### config.mk
export PLATFORM = sky130hd
export DESIGN_NAME = packet_sender
export DESIGN_NICKNAME = d
export VERILOG_FILES = /design/src/rtl/packet_sender_pkg.sv /design/src/rtl/packet_sender_buf.sv /design/src/rtl/packet_sender.sv
export SDC_FILE = /design/constraint.sdc
export NUM_CORES = 1
export LEC_CHECK = 0
export CORE_ASPECT_RATIO = 1.4
export CORE_UTILIZATION = 40
export DETAILED_ROUTE_END_ITERATION = 7
export PLACE_DENSITY = 0.62
export SYNTH_ARGS = -nofsm -noshare
export SYNTH_HDL_FRONTEND = slang
export SYNTH_HIERARCHICAL = 1
export SYNTH_SLANG_ARGS = --single-unit
### constraint.sdc
create_clock -name clk_i -period 24.4 [get_ports clk_i]
set_input_delay 2.44 -clock clk_i [delete_from_list [all_inputs] [get_ports clk_i]]
set_output_delay 2.44 -clock clk_i [all_outputs]
set_load 0.01 [all_outputs]
### src/rtl/packet_sender_pkg.sv
// Shared register map, control/status bit positions and FSM state encoding
// for the Avalon-ST packet sender.
package packet_sender_pkg;

  localparam logic [2:0] ADDR_CTRL    = 3'd0;
  localparam logic [2:0] ADDR_LEN     = 3'd1;
  localparam logic [2:0] ADDR_EMPTY   = 3'd2;
  localparam logic [2:0] ADDR_CHAN    = 3'd3;
  localparam logic [2:0] ADDR_DATA_LO = 3'd4;
  localparam logic [2:0] ADDR_DATA_HI = 3'd5;
  localparam logic [2:0] ADDR_STATUS  = 3'd6;
  localparam logic [2:0] ADDR_PKT_CNT = 3'd7;

  localparam int CTRL_START_BIT   = 0;
  localparam int CTRL_FLUSH_BIT   = 1;
  localparam int CTRL_CLR_ERR_BIT = 2;
  localparam int CTRL_BUSY_BIT    = 0;

  localparam int STAT_OVF_BIT       = 16;
  localparam int STAT_START_ERR_BIT = 17;

  typedef enum logic {IDLE = 1'b0, SEND = 1'b1} state_t;

endpackage

### src/rtl/packet_sender_buf.sv
// Circular word buffer: read data is the head entry, combinationally.
// Pushes into a full buffer and pops from an empty one are ignored.
module packet_sender_buf #(
  parameter int WIDTH = 64,
  parameter int DEPTH = 16,
  localparam int PW   = $clog2(DEPTH),
  localparam int CW   = PW + 1
) (
  input  logic             clk_i,
  input  logic             rst_i,
  input  logic             i_push,
  input  logic             i_pop,
  input  logic             i_flush,
  input  logic [WIDTH-1:0] i_wdata,
  output logic [WIDTH-1:0] o_rdata,
  output logic             o_full,
  output logic             o_empty,
  output logic [CW-1:0]    o_fill
);

  logic [WIDTH-1:0] r_mem [DEPTH];
  logic [PW-1:0]    r_wr_ptr;
  logic [PW-1:0]    r_rd_ptr;
  logic [CW-1:0]    r_fill;
  logic             w_push;
  logic             w_pop;

  assign o_full  = (r_fill == CW'(DEPTH));
  assign o_empty = (r_fill == '0);
  assign o_fill  = r_fill;
  assign o_rdata = r_mem[r_rd_ptr];
  assign w_push  = i_push & ~o_full;
  assign w_pop   = i_pop & ~o_empty;

  always_ff @(posedge clk_i) begin
    if (w_push) r_mem[r_wr_ptr] <= i_wdata;
  end

  // Pointers wrap naturally because DEPTH is a power of two.
  always_ff @(posedge clk_i or posedge rst_i) begin
    if (rst_i) begin
      r_wr_ptr <= '0;
      r_rd_ptr <= '0;
      r_fill   <= '0;
    end else if (i_flush) begin
      r_wr_ptr <= '0;
      r_rd_ptr <= '0;
      r_fill   <= '0;
    end else begin
      if (w_push) r_wr_ptr <= r_wr_ptr + PW'(1);
      if (w_pop)  r_rd_ptr <= r_rd_ptr + PW'(1);
      r_fill <= r_fill + CW'(w_push) - CW'(w_pop);
    end
  end

endmodule

### src/rtl/packet_sender.sv
// Avalon-MM programmed Avalon-ST packet source: software fills the buffer,
// sets LEN/EMPTY/CHAN and issues START; one packet is sent under ready backpressure.
module packet_sender
  import packet_sender_pkg::*;
#(
  parameter int  AMM_DWIDTH    = 32,
  parameter int  AST_DWIDTH    = 64,
  parameter int  CHANNEL_WIDTH = 1,
  parameter int  BUF_DEPTH     = 16,
  localparam int EMPTY_WIDTH   = $clog2(AST_DWIDTH/8),
  localparam int CNT_WIDTH     = $clog2(BUF_DEPTH) + 1
) (
  input  logic                     clk_i,
  input  logic                     srst_i,
  input  logic [2:0]               i_amm_address,
  input  logic                     i_amm_write,
  input  logic [AMM_DWIDTH-1:0]    i_amm_writedata,
  input  logic                     i_amm_read,
  output logic [AMM_DWIDTH-1:0]    o_amm_readdata,
  output logic                     o_amm_waitrequest,
  input  logic                     i_ast_ready,
  output logic [AST_DWIDTH-1:0]    o_ast_data,
  output logic                     o_ast_valid,
  output logic                     o_ast_startofpacket,
  output logic                     o_ast_endofpacket,
  output logic [EMPTY_WIDTH-1:0]   o_ast_empty,
  output logic [CHANNEL_WIDTH-1:0] o_ast_channel
);

  state_t                   r_state;
  logic [CNT_WIDTH-1:0]     r_len, r_lat_len, r_beat;
  logic [EMPTY_WIDTH-1:0]   r_empty, r_lat_empty, r_ast_empty;
  logic [CHANNEL_WIDTH-1:0] r_chan, r_ast_chan;
  logic [AMM_DWIDTH-1:0]    r_data_lo, r_pkt_cnt, r_readdata;
  logic                     r_ovf, r_start_err;
  logic                     r_valid, r_sop, r_eop;

  logic                     w_wr_ctrl, w_start, w_start_ok, w_flush, w_clr_err;
  logic                     w_push, w_accept, w_buf_full, w_buf_empty, w_last_nxt;
  logic [CNT_WIDTH-1:0]     w_fill, w_beat_nxt;
  logic [AST_DWIDTH-1:0]    w_buf_rdata;
  logic [AMM_DWIDTH-1:0]    w_rdmux;

  assign w_wr_ctrl  = i_amm_write & (i_amm_address == ADDR_CTRL);
  assign w_start    = w_wr_ctrl & i_amm_writedata[CTRL_START_BIT];
  assign w_clr_err  = w_wr_ctrl & i_amm_writedata[CTRL_CLR_ERR_BIT];
  assign w_start_ok = w_start & (r_state == IDLE) & (r_len != '0) & (r_len <= w_fill) & ~w_buf_empty;
  // A successful START wins over a FLUSH in the same write so the packet data survives.
  assign w_flush    = w_wr_ctrl & i_amm_writedata[CTRL_FLUSH_BIT] & (r_state == IDLE) & ~w_start_ok;
  assign w_push     = i_amm_write & (i_amm_address == ADDR_DATA_HI);
  assign w_accept   = r_valid & i_ast_ready;
  assign w_beat_nxt = r_beat + CNT_WIDTH'(1);
  assign w_last_nxt = (w_beat_nxt == r_lat_len - CNT_WIDTH'(1));

  packet_sender_buf #(.WIDTH(AST_DWIDTH), .DEPTH(BUF_DEPTH)) u_buf (
    .clk_i   (clk_i),
    .rst_i   (srst_i),
    .i_push  (w_push),
    .i_pop   (w_accept),
    .i_flush (w_flush),
    .i_wdata ({i_amm_writedata, r_data_lo}),
    .o_rdata (w_buf_rdata),
    .o_full  (w_buf_full),
    .o_empty (w_buf_empty),
    .o_fill  (w_fill)
  );

  always_comb begin
    w_rdmux = '0;
    case (i_amm_address)
      ADDR_CTRL:    w_rdmux[CTRL_BUSY_BIT] = (r_state == SEND);
      ADDR_LEN:     w_rdmux[CNT_WIDTH-1:0] = r_len;
      ADDR_EMPTY:   w_rdmux[EMPTY_WIDTH-1:0] = r_empty;
      ADDR_CHAN:    w_rdmux[CHANNEL_WIDTH-1:0] = r_chan;
      ADDR_STATUS: begin
        w_rdmux[CNT_WIDTH-1:0]     = w_fill;
        w_rdmux[STAT_OVF_BIT]       = r_ovf;
        w_rdmux[STAT_START_ERR_BIT] = r_start_err;
      end
      ADDR_PKT_CNT: w_rdmux = r_pkt_cnt;
      default:      w_rdmux = '0;
    endcase
  end

  always_ff @(posedge clk_i or posedge srst_i) begin
    if (srst_i) begin
      r_len       <= '0;
      r_empty     <= '0;
      r_chan      <= '0;
      r_data_lo   <= '0;
      r_pkt_cnt   <= '0;
      r_readdata  <= '0;
      r_ovf       <= 1'b0;
      r_start_err <= 1'b0;
    end else begin
      if (i_amm_write) begin
        case (i_amm_address)
          ADDR_LEN:     r_len     <= i_amm_writedata[CNT_WIDTH-1:0];
          ADDR_EMPTY:   r_empty   <= i_amm_writedata[EMPTY_WIDTH-1:0];
          ADDR_CHAN:    r_chan    <= i_amm_writedata[CHANNEL_WIDTH-1:0];
          ADDR_DATA_LO: r_data_lo <= i_amm_writedata;
          default: ;
        endcase
      end
      if (w_clr_err) begin
        r_ovf       <= 1'b0;
        r_start_err <= 1'b0;
      end
      if (w_push & w_buf_full)                       r_ovf       <= 1'b1;
      if (w_start & (r_state == IDLE) & ~w_start_ok) r_start_err <= 1'b1;
      if (w_accept & r_eop)                          r_pkt_cnt   <= r_pkt_cnt + AMM_DWIDTH'(1);
      if (i_amm_read)                                r_readdata  <= w_rdmux;
    end
  end

  always_ff @(posedge clk_i or posedge srst_i) begin
    if (srst_i) begin
      r_state     <= IDLE;
      r_valid     <= 1'b0;
      r_sop       <= 1'b0;
      r_eop       <= 1'b0;
      r_ast_empty <= '0;
      r_ast_chan  <= '0;
      r_lat_len   <= '0;
      r_lat_empty <= '0;
      r_beat      <= '0;
    end else begin
      case (r_state)
        IDLE: if (w_start_ok) begin
          r_state     <= SEND;
          r_valid     <= 1'b1;
          r_sop       <= 1'b1;
          r_eop       <= (r_len == CNT_WIDTH'(1));
          r_ast_empty <= (r_len == CNT_WIDTH'(1)) ? r_empty : '0;
          r_ast_chan  <= r_chan;
          r_lat_len   <= r_len;
          r_lat_empty <= r_empty;
          r_beat      <= '0;
        end
        SEND: if (w_accept) begin
          if (r_eop) begin
            r_state     <= IDLE;
            r_valid     <= 1'b0;
            r_sop       <= 1'b0;
            r_eop       <= 1'b0;
            r_ast_empty <= '0;
            r_ast_chan  <= '0;
          end else begin
            r_beat      <= w_beat_nxt;
            r_sop       <= 1'b0;
            r_eop       <= w_last_nxt;
            r_ast_empty <= w_last_nxt ? r_lat_empty : '0;
          end
        end
      endcase
    end
  end

  assign o_amm_readdata      = r_readdata;
  assign o_amm_waitrequest   = 1'b0;
  assign o_ast_data          = r_valid ? w_buf_rdata : '0;
  assign o_ast_valid         = r_valid;
  assign o_ast_startofpacket = r_sop;
  assign o_ast_endofpacket   = r_eop;
  assign o_ast_empty         = r_ast_empty;
  assign o_ast_channel       = r_ast_chan;

endmodule

**Word-level counts from Yosys, hierarchy flattened**

Memories as Yosys holds them, arrays and structs flattened.
Cells that the tools add are included.
Widths: inputs -> output; s select.

- Word-level logic and storage cells: 122
- ROM bits: 0
- Output and inout port bits: 104
- Input port bits: 40
- Flip-flop bits (word level): 141
- Bits in writable memories: 1024
- Bits in latches: 0
- Memories kept: 1

Memory list:

| name | words | bits a word | rd ports | clocked after Yosys merged registers in | wr ports | RTL line | RTL |
|---|---|---|---|---|---|---|---|
| u_buf.r_mem | 16 | 64 | 1 | 0 | 1 | packet_sender_buf.sv:21 | `logic [WIDTH-1:0] r_mem [DEPTH];` |

- Multiplexer cells: 43
- Shift operators: 0
- Reduce and logical (&&, ||, !) cells: 15
- Bitwise gates (word level): 21
- $lt $le $gt $ge: 1
- Div/mod/pow operators: 0
- Multiply operators: 0
- Add/subtract/negate cells: 7
- Equality and inequality tests: 14

Operators by type and width:

| operator | count |
|---|---|
| $mux 64 | 1 |
| $add 32x1->32 const B | 1 |
| $mux 5 | 4 |
| $and 1x1->1 | 17 |
| $mux 1 | 16 |
| $mux 4 | 4 |
| $mux 3 | 5 |
| $mux 14 | 1 |
| $eq 3x3->1 const B | 4 |
| $reduce_and 2->1 | 6 |
| $mux 11 | 1 |
| $pmux 1 s2 | 5 |
| $pmux 5 s2 | 1 |
| $add 4x1->4 const B | 2 |
| $pmux 2 s4 | 1 |
| $reduce_bool 2->1 | 4 |
| $eq 3x2->1 const B | 2 |
| $pmux 1 s6 | 1 |
| $pmux 2 s3 | 1 |
| $pmux 3 s2 | 1 |
| $reduce_and 3->1 | 2 |
| $add 5x1->5 | 1 |
| $add 5x1->5 const B | 1 |
| $eq 5x1->1 const B | 1 |
| 13 further kinds | 18 |

**Logic depth before layout (Yosys ltp)**

- Depth in word-level cells: 10
- Gate-level depth with buffers: 14
- Depth with buffers taken out: 14

**Modules after synthesis**

The synthesis kept the hierarchy.

Modules (own cells, without submodules):

| module | area each (µm²) | times used | cells each | seq. area each (µm²) |
|---|---|---|---|---|
| packet_sender_buf | 39965.8 | 1 | 1948 | 31074.8 |
| packet_sender | 6168.4 | 1 | 589 | 3203.1 |

**Worst setup path before layout**

OpenSTA, ideal clock, no wires.

- Kind: input-to-reg
- From: input port i_amm_address[0]
- To: memory u_buf.r_mem[3][0], enable pin
- Arrival: 9261 ps
- Data required time: 23756 ps
- Setup time: 644 ps
- Slack: 14495 ps
- Buffers on the path: 1
- Cell stages on the path: 5
- Cell sequence: clkbuf_1 nand2_1 nor2_1 nand2_1 nor4_1

- Longest elaborated chain between the ends: 5

RTL lines:

| item | RTL line | RTL |
|---|---|---|
| from (decl) | packet_sender.sv:15 | `input logic [2:0] i_amm_address,` |
| $eq 3x3->1 | packet_sender.sv:50 | `assign w_push = i_amm_write & (i_amm_address == ADDR_DATA_HI);` |
| $and 1x1->1 | packet_sender.sv:50 |  |
| net w_push | packet_sender.sv:39 | `logic w_push, w_accept, w_buf_full, w_buf_empty, w_last_nxt;` |
| $and 1x1->1 | packet_sender_buf.sv:32 | `assign w_push = i_push & ~o_full;` |
| $mux 1 | packet_sender_buf.sv:36 | `if (w_push) r_mem[r_wr_ptr] <= i_wdata;` |
| $mux 1 (implied by the code) | packet_sender_buf.sv:36 |  |
| to (decl) | packet_sender_buf.sv:21 |  |

The timed path passes the listed nets, and every way through them passes these cells.

**Worst setup path after layout**

- From: register u_buf.r_rd_ptr[0]
- To: output port o_ast_data[14]

- Longest elaborated chain between the ends: 2

RTL lines:

| item | RTL line | RTL |
|---|---|---|
| from (decl) | packet_sender_buf.sv:23 | `logic [PW-1:0] r_rd_ptr;` |
| from (signal assigned) | packet_sender_buf.sv:51 | `if (w_pop) r_rd_ptr <= r_rd_ptr + PW'(1);` |
| $mem_v2 16x64 | n/a |  |
| net w_buf_rdata[14] | packet_sender.sv:41 | `logic [AST_DWIDTH-1:0] w_buf_rdata;` |
| $mux 64 | packet_sender.sv:161 | `assign o_ast_data = r_valid ? w_buf_rdata : '0;` |
| to (decl) | packet_sender.sv:22 | `output logic [AST_DWIDTH-1:0] o_ast_data,` |

The timed path passes the listed nets, and every way through them passes these cells.

==> impl_metrics.py <==
metrics = {
    "hold_path": {
        "hold_path.class": "reg -> reg",
        "min_path_cells": 1,
        "worst_hold_startpoint": "r_pkt_cnt[31]",
    },
    "critical_path": {
        "cp-end-kind": "primary output",
        "worstPathCellList": "buf_12 > buf_4 > mux4_1 > a22oi_1 > nand2_1 > and2_1 > clkdlybuf4s50_1",
        "critPathSlowestCell": "sky130_fd_sc_hd__dfrtp_4",
        "critical_path_peak_fanout": 136,
        "cp_num_cells": 7,
        "worstSetupEndpoint": "o_ast_data[14]",
        "worst_reg2reg_path_depth": 9,
        "critical_path.startpoint": "u_buf/r_rd_ptr[0]",
        "cp.required_ns": 21.96,
        "cp.buffers_inverters": 3,
        "critical_path.top_delay_family": "buffers and inverters",
        "critPathMaxStageDelay_ns": 0.94,
        "crit_path_start_kind": "register",
        "regToRegEndpoint": "u_buf/r_mem[13][38]",
        "cp.arrival_ns": 5.15,
        "setup_slack_reg_to_reg_ns": 20.92,
        "worstSetupPathType": "reg -> out",
        "timing.rr.start": "u_buf/o_fill[3]",
    },
    "cells_and_area": {
        "area_delta_synth_final_pct": 13.8,
        "drive_gt1_share_pct": 13.3,
        "stdcell_count": 4272,
        "fin_nets": 2755,
    },
    "drt": {
        "route.detailed.vias_per_inst": 5.62,
        "wl_per_cell_microns": 26.4,
        "drt_drc_violations_left": 0,
        "antenna_violation_net_count_after_detailed_routing": 0,
        "via_count": 23991,
        "drt-total-wl_microns": 113000,
        "detailedRoute.firstPassIterationCount": 6,
        "number_of_drc_markers_in_iteration_0": 2072,
    },
    "sta": {
        "fin_skew_ns": 0.0334,
        "final-hold-violation-count": 0,
        "worst_slew_margin_rel_pct": 20.0,
        "layout_min_cycle_time_ns": 7.59,
        "worst_pin_slew_ns": 1.20,
        "rsz0062_at_grt": "false",
        "setup-tns-final_ns": 0,
        "final_min_period_over_clock_period_pct": 31.1,
        "achievable-frequency_mhz": 132,
        "timing.final.max_slew_violations": 0,
        "finalSetupViolations": 0,
    },
    "grt": {
        "global_route_wire_length_before_repair_microns": 167000,
        "grt_pass1_vias": 25509,
        "grt_antenna_before_repair": 10,
        "globalRouteOverflowTotal": 0,
        "grt_use_total_pct": 19.5,
        "pin_count_of_the_biggest_net_entering_global_routing": 137,
    },
    "place": {
        "dp_hpwl_microns": 60700,
        "number_of_i_o_port_buffers": 142,
        "place.detailed.instances": 4080,
        "gp_congestion": 0.815,
    },
    "yosys": {
        "synth_seq_cells": 1165,
        "ys.flop_type": "sky130_fd_sc_hd__edfxtp_1",
        "synthCells": 2537,
        "synth_top_cell_by_area": "sky130_fd_sc_hd__edfxtp_1",
        "post_synth_most_frequent_cells": "sky130_fd_sc_hd__edfxtp_1 (1024), sky130_fd_sc_hd__mux2i_1 (261), sky130_fd_sc_hd__a22oi_1 (192), sky130_fd_sc_hd__dfrtp_1 (141), sky130_fd_sc_hd__nand2_1 (128)",
        "synthTopCellsByArea": "sky130_fd_sc_hd__edfxtp_1 (67%), sky130_fd_sc_hd__dfrtp_1 (7.6%), sky130_fd_sc_hd__mux2i_1 (5.7%), sky130_fd_sc_hd__mux4_2 (4.3%), sky130_fd_sc_hd__a22oi_1 (3.1%)",
        "number_of_different_library_cells_in_the_post_synthesis_netlist": 61,
        "ys_warn_count": 6,
        "synth_enable_flop_cells": 1024,
        "share_of_synthesized_area_occupied_by_flip_flops_and_latches_pct": 74.3,
        "most_numerous_cell_in_the_yosys_netlist": "sky130_fd_sc_hd__edfxtp_1",
        "syn_avg_cell_area_sq_um": 18.2,
        "synth.cell_area_sq_um": 46100,
        "netlist.area_leader.share_pct": 66.7,
        "synthesis.nets": 2597,
        "ys_async_sr_fraction_pct": 12.1,
    },
    "die": {
        "initial_utilization_pct": 40.3,
        "vertical_die_dimension_microns": 404,
        "die_outline_area_sq_um": 117000,
        "num_rows": 147,
        "die_x_microns": 289,
        "core_sq_um": 115000,
        "boundaryPins": 144,
    },
    "clock_network": {
        "root_buffer": "sky130_fd_sc_hd__clkbuf_16",
        "post_cts_resize_count": 0,
        "htree_levels": 3,
        "buffer_depth_of_the_longest_clock_path": 3,
        "tritoncts": "done",
        "cts.clk_slew.worst_paths_ns": 0.06,
        "tritoncts.num_buffers": 103,
        "cts.sinks": 1165,
        "post-cts-setup-buffer-count": 0,
        "clock_latency_ns": 0.72,
        "post_cts_hold_buffer_count": 0,
    },
    "pwr": {
        "seq_power_share_pct": 44.4,
        "net_sw_share_pct": 30.5,
        "internal_power_summed_over_all_cells_uw": 3820,
        "max-vdd-ir-drop_v": 0.0000935,
        "power.density_cell_area_nw_per_um2": 105,
        "p_switching_uw": 1670,
        "combinationalPowerShare_pct": 26.2,
        "power_leakage_uw": 0.0180,
        "clockPowerShare_pct": 29.4,
    },
    "run": {
        "cap_viol_max_count": 0,
    },
    "run_status": {
        "run_status": "complete, no violations",
    },
}
-- per-layer routing --
layer,wire (microns),global-route usage [%],vias up
li1,-,-,10331
met1,45500,24.9,12650
met2,57700,34.0,823
met3,6910,3.29,175
met4,2720,5.96,12
met5,83,0,-
-- power by group through the flow --
stage / clock network, uW / logic [uW] / registers [uW]
after floorplan: 0 / 1020 / 2380
after global placement: 0 / 1430 / 2470
after detailed placement: 0 / 1450 / 2480
after CTS: 1650 / 1460 / 2440
after global routing: 1720 / 1550 / 2450
final: 1620 / 1440 / 2440
-- cells in the final DEF (no fill, tap or decap), drive strengths merged, types with 14 or more instances in the layout --
cell type	n
xor2	24
nand3	94
edfxtp	1024
clkdlybuf4s50	142
mux4	129
mux2i	261
ha	19
a22oi	192
mux2	46
nand2	128
dfrtp	141
buf	48
xnor2	26
clkinv	35
clkbuf	139
nor2	36
and2	75
inv	65
nor3	14
o21ai	38
-- cells by family (layout without fill, tap and decap cells) --
family	after synthesis	after routing	share of synthesized area, %
simple gates	395	395	4.31
fa+ha+maj	20	20	0.559
mux	436	436	13.4
buf+inv	199	443	2.25
other cells	1	2	0.00813
flops	1165	1165	74.3
compound gates	271	271	4.22
xor+xnor	50	50	0.949
-- layout make-up --
class,count,area (sq um)
Antenna cell,1,2.50
Multi-Input combinational cell,1173,11000
Fill cell,9596,62100
Timing Repair Buffer,190,1790
Inverter,62,238
Clock inverter,52,599
Clock buffer,139,2760
Sequential cell,1165,34300
Tap cell,1490,1860
-- through the flow --
stage               setup slack (ns)  util (%)  instance area [sq um]  hold slack, ns  power, uW
finish                         16.81      45.8                  52500           0.479       5490
global route                   16.56      45.8                  52500           0.507       5720
CTS                            16.74      45.8                  52500           0.480       5550
detailed placement             17.51      42.9                  49100           0.466       3930
global placement               17.53      42.9                  49100           0.469       3900
floorplan                      14.50         -                  46100           0.445       3400
-- state kept, by name (all words and copies together) (netlist names), 3 cells and up --
register / flops
o_amm_readdata: 32
o_ast_empty: 3
u_buf/r_rd_ptr: 4
r_lat_len: 5
r_beat: 5
u_buf/o_fill: 5
r_len: 5
r_lat_empty: 3
r_empty: 3
r_pkt_cnt: 32
r_data_lo: 32
u_buf/r_wr_ptr: 4
u_buf/r_mem: 1024
-- how the worst min path moves through the flow --
stage | end | slack, ns
4_1_cts | r_pkt_cnt[31] | 0.48
3_3_place_gp | r_pkt_cnt[31] | 0.47
3_5_place_dp | r_pkt_cnt[31] | 0.47
2_1_floorplan | r_pkt_cnt[31] | 0.45
6_report | r_pkt_cnt[31] | 0.48
5_1_grt | r_pkt_cnt[31] | 0.51
Power figures use the tool's default switching activity.
